### config.mk
export PLATFORM = sky130hd
export DESIGN_NAME = demux_bank
export DESIGN_NICKNAME = d
export VERILOG_FILES = /design/src/rtl/demux_pkg.sv /design/src/rtl/demux_lane.sv /design/src/rtl/demux_bank.sv
export SDC_FILE = /design/constraint.sdc
export NUM_CORES = 1
export LEC_CHECK = 0
export ABC_AREA = 1
export ABC_CLOCK_PERIOD_IN_PS = 800
export BUFFER_PORTS_ARGS = -buffer_cell sky130_fd_sc_hd__buf_2
export CAP_MARGIN = 20
export CORE_MARGIN = 5
export CORE_UTILIZATION = 37
export DETAILED_ROUTE_END_ITERATION = 7
export HOLD_SLACK_MARGIN = 0.06
export PLACE_DENSITY = 0.64
export SLEW_MARGIN = 20
export SYNTH_ARGS = -nofsm -noshare
export SYNTH_HDL_FRONTEND = slang
export SYNTH_SLANG_ARGS = --single-unit
### constraint.sdc
create_clock -name clk -period 0.8 [get_ports clk]
set_input_delay 0.04 -clock clk [delete_from_list [all_inputs] [get_ports clk]]
set_output_delay 0.04 -clock clk [all_outputs]
set_load 0.05 [all_outputs]
### src/rtl/demux_pkg.sv
// Shared lane geometry and output vector types
// for the demux_bank routing channels.
package demux_pkg;

  localparam int W121 = 1;
  localparam int N121 = 2;
  localparam int S121 = 1;

  localparam int W124 = 4;
  localparam int N124 = 4;
  localparam int S124 = 2;

  localparam int W181 = 1;
  localparam int N181 = 8;
  localparam int S181 = 3;

  typedef logic [N121*W121-1:0] out121_t;
  typedef logic [N124*W124-1:0] out124_t;
  typedef logic [N181*W181-1:0] out181_t;

endpackage

### src/rtl/demux_lane.sv
// One registered 1:2^SEL_W demultiplexer channel;
// unselected lanes are forced to zero.
module demux_lane #(
  parameter int DATA_W = 1,
  parameter int SEL_W  = 1
) (
  input  logic                           clk,
  input  logic                           rst_n,
  input  logic [DATA_W-1:0]              inData,
  input  logic [SEL_W-1:0]               inSel,
  output logic [(2**SEL_W)*DATA_W-1:0]   outData
);

  localparam int Lanes = 2**SEL_W;

  logic [Lanes*DATA_W-1:0] nxt;

  always_comb begin
    nxt = '0;
    for (int k = 0; k < Lanes; k++) begin
      if (inSel == SEL_W'(k)) begin
        nxt[k*DATA_W +: DATA_W] = inData;
      end
    end
  end

  // Whole vector loads at once: never a mix of old and new lanes
  always_ff @(posedge clk or negedge rst_n) begin
    if (!rst_n) begin
      outData <= '0;
    end else begin
      outData <= nxt;
    end
  end

endmodule

### src/rtl/demux_bank.sv
// Three independent registered demultiplexers
// sharing one clock and asynchronous reset.
module demux_bank
  import demux_pkg::*;
(
  input  logic            clk,
  input  logic            rst_n,
  input  logic [W121-1:0] in_data121,
  input  logic [S121-1:0] in_sel121,
  output out121_t         out_data121,
  input  logic [W124-1:0] in_data124,
  input  logic [S124-1:0] in_sel124,
  output out124_t         out_data124,
  input  logic [W181-1:0] in_data181,
  input  logic [S181-1:0] in_sel181,
  output out181_t         out_data181
);

  demux_lane #(
    .DATA_W (W121),
    .SEL_W  (S121)
  ) uCh121 (
    .clk     (clk),
    .rst_n   (rst_n),
    .inData  (in_data121),
    .inSel   (in_sel121),
    .outData (out_data121)
  );

  demux_lane #(
    .DATA_W (W124),
    .SEL_W  (S124)
  ) uCh124 (
    .clk     (clk),
    .rst_n   (rst_n),
    .inData  (in_data124),
    .inSel   (in_sel124),
    .outData (out_data124)
  );

  demux_lane #(
    .DATA_W (W181),
    .SEL_W  (S181)
  ) uCh181 (
    .clk     (clk),
    .rst_n   (rst_n),
    .inData  (in_data181),
    .inSel   (in_sel181),
    .outData (out_data181)
  );

endmodule

### Word-level counts from Yosys, hierarchy flattened

Cells that the tools add are included.

* register bits: 26
* output and inout bits: 26
* logic and storage cells: 29

* equal/unequal tests: 10
* multiplexer cells: 14
* reduce and logical (&&, ||, !) cells: 2

Operators by type and width (number)
* $mux W4: 4
* $eq A3 B3 Y1 const B: 4
* $mux W1: 10
* $eq A3 B2 Y1 const B: 2
* $eq A2 B2 Y1 const B: 2
* $eq A3 B1 Y1 const B: 1
* $logic_not A3 Y1: 1
* $eq A2 B1 Y1 const B: 1
* $logic_not A2 Y1: 1

### Depth between registers and ports, before layout

* depth after elaboration: 2
* depth in mapped cells: 3

### Hierarchy

Synthesis repeated with hierarchy kept, for this count alone.

* cells, all modules: 73
* area total of the unflattened synthesis: 829.5 um^2

By module, submodules not included
* demux_lane (uCh124): instances 1, cells an instance 42, area an instance 498.0 um^2, seq. area each 400.4 um^2
* demux_lane (uCh181): instances 1, cells an instance 25, area an instance 264.0 um^2, seq. area each 200.2 um^2
* demux_lane (uCh121): instances 1, cells an instance 6, area an instance 67.6 um^2, seq. area each 50.0 um^2

### Worst setup path before layout

No wires, ideal clock.

* path kind: flip-flop to output port
* start point: register uCh121.outData[0]
* end point: output port out_data121[0]
* arrival: 586 ps
* required time: 760 ps
* setup slack: 174 ps
* stages on the path, launching flop included: 1
* cells stage by stage: dfrtp_1

RTL lines
* from (decl): line demux_lane.sv:11 `output logic [(2**SEL_W)*DATA_W-1:0] outData`
* from (signal assigned): line demux_lane.sv:32 `outData <= nxt;`
* to (decl): line demux_bank.sv:10 `output out121_t out_data121,`

No word-level cell between the ends.

### Worst setup path after layout

* start point: register uCh181.outData[7]
* end point: output port out_data181[7]

RTL lines
* from (decl): line demux_lane.sv:11
* from (signal assigned): line demux_lane.sv:32
* to (decl): line demux_bank.sv:16 `output out181_t out_data181`

No word-level cell between the ends.

==> impl_metrics.py <==
metrics = {
    "status": {
        "status": "finished, violations left",
        "violations": "negative setup slack",
    },
    "clock_network": {
        "cts_tree": "yes",
        "cts_root_buf": "clkbuf_4",
        "clk_pin_slew_ns": 0.13,
        "cts_max_level": 1,
        "clock_sinks": 26,
        "clockBufferDepth": 2,
        "cts_buffers": 3,
    },
    "power_and_ir_drop": {
        "p_leak_nw": 0.782,
        "power_switching_mw": 0.652,
        "clkPwrFrac_pct": 24.8,
        "pwr_density_cell_mw_per_mm2": 1740,
        "pwr-share-seq_pct": 55.8,
        "power_mw": 2.48,
        "worst_ir_drop_vdd_uv": 1220,
        "comb_power_share_pct": 19.4,
        "p_int_mw": 1.82,
        "switching_share_pct": 26.3,
    },
    "die": {
        "num_io_pins": 40,
        "fp-row-count": 17,
        "die_w_um": 57.3,
        "die_h_um": 57.3,
        "die-area_mm2": 0.00328,
        "start_util_pct": 38.1,
        "coreArea_mm2": 0.00217,
    },
    "setup_path": {
        "slowest_delay_ns": 0.40,
        "worst_path_dominant_cell_family": "flip-flops",
        "cp_data_required_time_ns": 0.76,
        "worstPathMaxFanout": 1,
        "crit_buf_inv": 1,
        "crit_chain": "buf_6",
        "crit_type": "reg2out",
        "cp.arrival_ns": 0.86,
        "cp-end-kind": "primary output",
        "start_kind": "register",
        "critPathSlowestCell": "dfrtp_1",
    },
    "final_layout": {
        "regArea_um2": 651,
        "syn_to_final_growth_pct": 72.2,
        "utilization_pct": 65.6,
        "drive_gt1_share_pct": 36.6,
        "final_cell_mix": "buf_6, dfrtp_1, nor2_1",
        "multi_input_area_um2": 143,
        "nets": 146,
        "num_antenna_cells": 0,
        "layout.cells.non_filler": 159,
        "fillers": 168,
        "final_cell_area_mm2": 0.00142,
    },
    "logic_synthesis": {
        "syn_nets": 87,
        "netlist_instances": 73,
        "synth-seq-area-share_pct": 78.7,
        "synth_top_area_share_pct": 78.7,
        "synth_compound_area_share_pct": 0,
        "synth_top_family_by_area": "simple AND/OR/NAND/NOR gates",
        "synth_seq_cells": 26,
        "syn_area_um2": 827,
        "yosys.area.top_type": "dfrtp_1",
        "syn_avg_cell_area_um2": 11.3,
        "synth.area.mux_share_pct": 0,
        "ys_top_cells_by_area": "dfrtp_1, nor2_1, inv_1",
        "synth_xor_area_share_pct": 0,
        "synthAdderAreaFrac_pct": 0,
        "yosysWarnings": 0,
        "yosys.area_share.simple_pct": 16.3,
        "ys_types": 4,
    },
    "placed_design": {
        "hpwl_mm": 1.32,
        "io_buffers": 39,
        "place_worst_setup_slack_ns": 0.187,
        "place_area_mm2": 0.00108,
        "dp_cells": 141,
        "gp_congestion": 0.724,
    },
    "timing": {
        "slew_viol_final": 0,
        "rsz0062_at_grt": "yes",
        "tns_ns": -2.24,
        "setup_slack_ns": -0.0968,
        "setup_violations": 26,
        "clock.fmax_mhz": 1120,
        "fin_crit_ns": 0.897,
        "hold_ws_ns": 0.0779,
        "final.period_utilization_pct": 112,
        "final-hold-violation-count": 0,
        "worst_slew_pin_slew_ns": 0.146,
        "relSlewSlack_pct": 90.2,
    },
    "detailed_routing": {
        "num_vias": 668,
        "drtAntennaViolNets": 0,
        "drcViolationCount": 0,
        "routed_wl_mm": 1.79,
        "drtPass1Iterations": 4,
        "initialDrtViolationCount": 5,
        "vias_per_cell": 4.20,
        "wl_per_cell_um": 11.2,
    },
    "min_path": {
        "hp-class": "in2reg",
        "hold_depth": 4,
        "whs_endpoint": "uCh124.outData[2]",
        "min-delay-start": "in_sel124[0]",
    },
    "global_route": {
        "grt_pass1_vias": 759,
        "grt_max_degree": 27,
        "overflow": 0,
        "track_usage_pct": 12.0,
        "grt_pass1_wl_mm": 3.14,
        "antenna_found_initial": 0,
    },
    "run": {
        "max_cap_viol_count": 0,
    },
}
## layout make-up
cell class	count	share of cell area [%]
Tap cell	28	2.46
Timing Repair Buffer	54	36.4
Multi-Input combinational cell	36	10.0
Clock buffer	4	2.55
Inverter	11	2.90
Sequential cell	26	45.7
## worst max path at each step
stage / endpoint / slack, ns / cells after the start / from
2_1_floorplan: out_data121[0] / 0.17 / 0 / uCh121.outData[0]
3_3_place_gp: out_data124[10] / 0.20 / 1 / uCh124.outData[10]
3_5_place_dp: out_data124[9] / 0.19 / 1 / uCh124.outData[9]
4_1_cts: out_data124[9] / -0.11 / 1 / uCh124.outData[9]
5_1_grt: out_data124[6] / -0.15 / 1 / uCh124.outData[6]
6_report: out_data181[7] / -0.1 / 1 / uCh181.outData[7]
## timing repair
item,CTS,global route
buffers inserted,0,0
resized for setup,52,4
hold buffers,12,2
hold endpoints to repair,52,4
setup endpoints to repair,26,32
## cells in the mapped netlist (all sizes together)
library cell and n:
inv 11, dfrtp 26, nor2 25, nand2 11
## sequential cells by signal (all words and copies together), names as in the netlist
register        cells
uCh121.outData      2
uCh124.outData     16
uCh181.outData      8
## metal layers
| metal | share of wire (%) | wire (um) | up-vias | track usage, % |
|---|---|---|---|---|
| li1 | - | - | 329 | - |
| met1 | 36 | 650 | 308 | 12.9 |
| met2 | 52 | 921 | 31 | 22.5 |
| met3 | 12 | 216 | 0 | 4.75 |
| met4 | 0 | 0 | 0 | 1.99 |
| met5 | 0 | 0 | - | 0 |
## power groups by stage
stage	sequential [mW]	clock, mW	combinational (mW)
floorplan	1.57	0	0.0570
global placement	1.39	0	0.362
detailed placement	1.40	0	0.367
CTS	1.38	0.632	0.469
global route	1.39	0.700	0.514
finish	1.38	0.615	0.480
## logic make-up (layout without fill, tap and decap cells)
logic type    Yosys count  after routing
flops                  26             26
simple gates           36             36
buf+inv                11             69
Note: power is estimated with default switching activity, not from simulation.
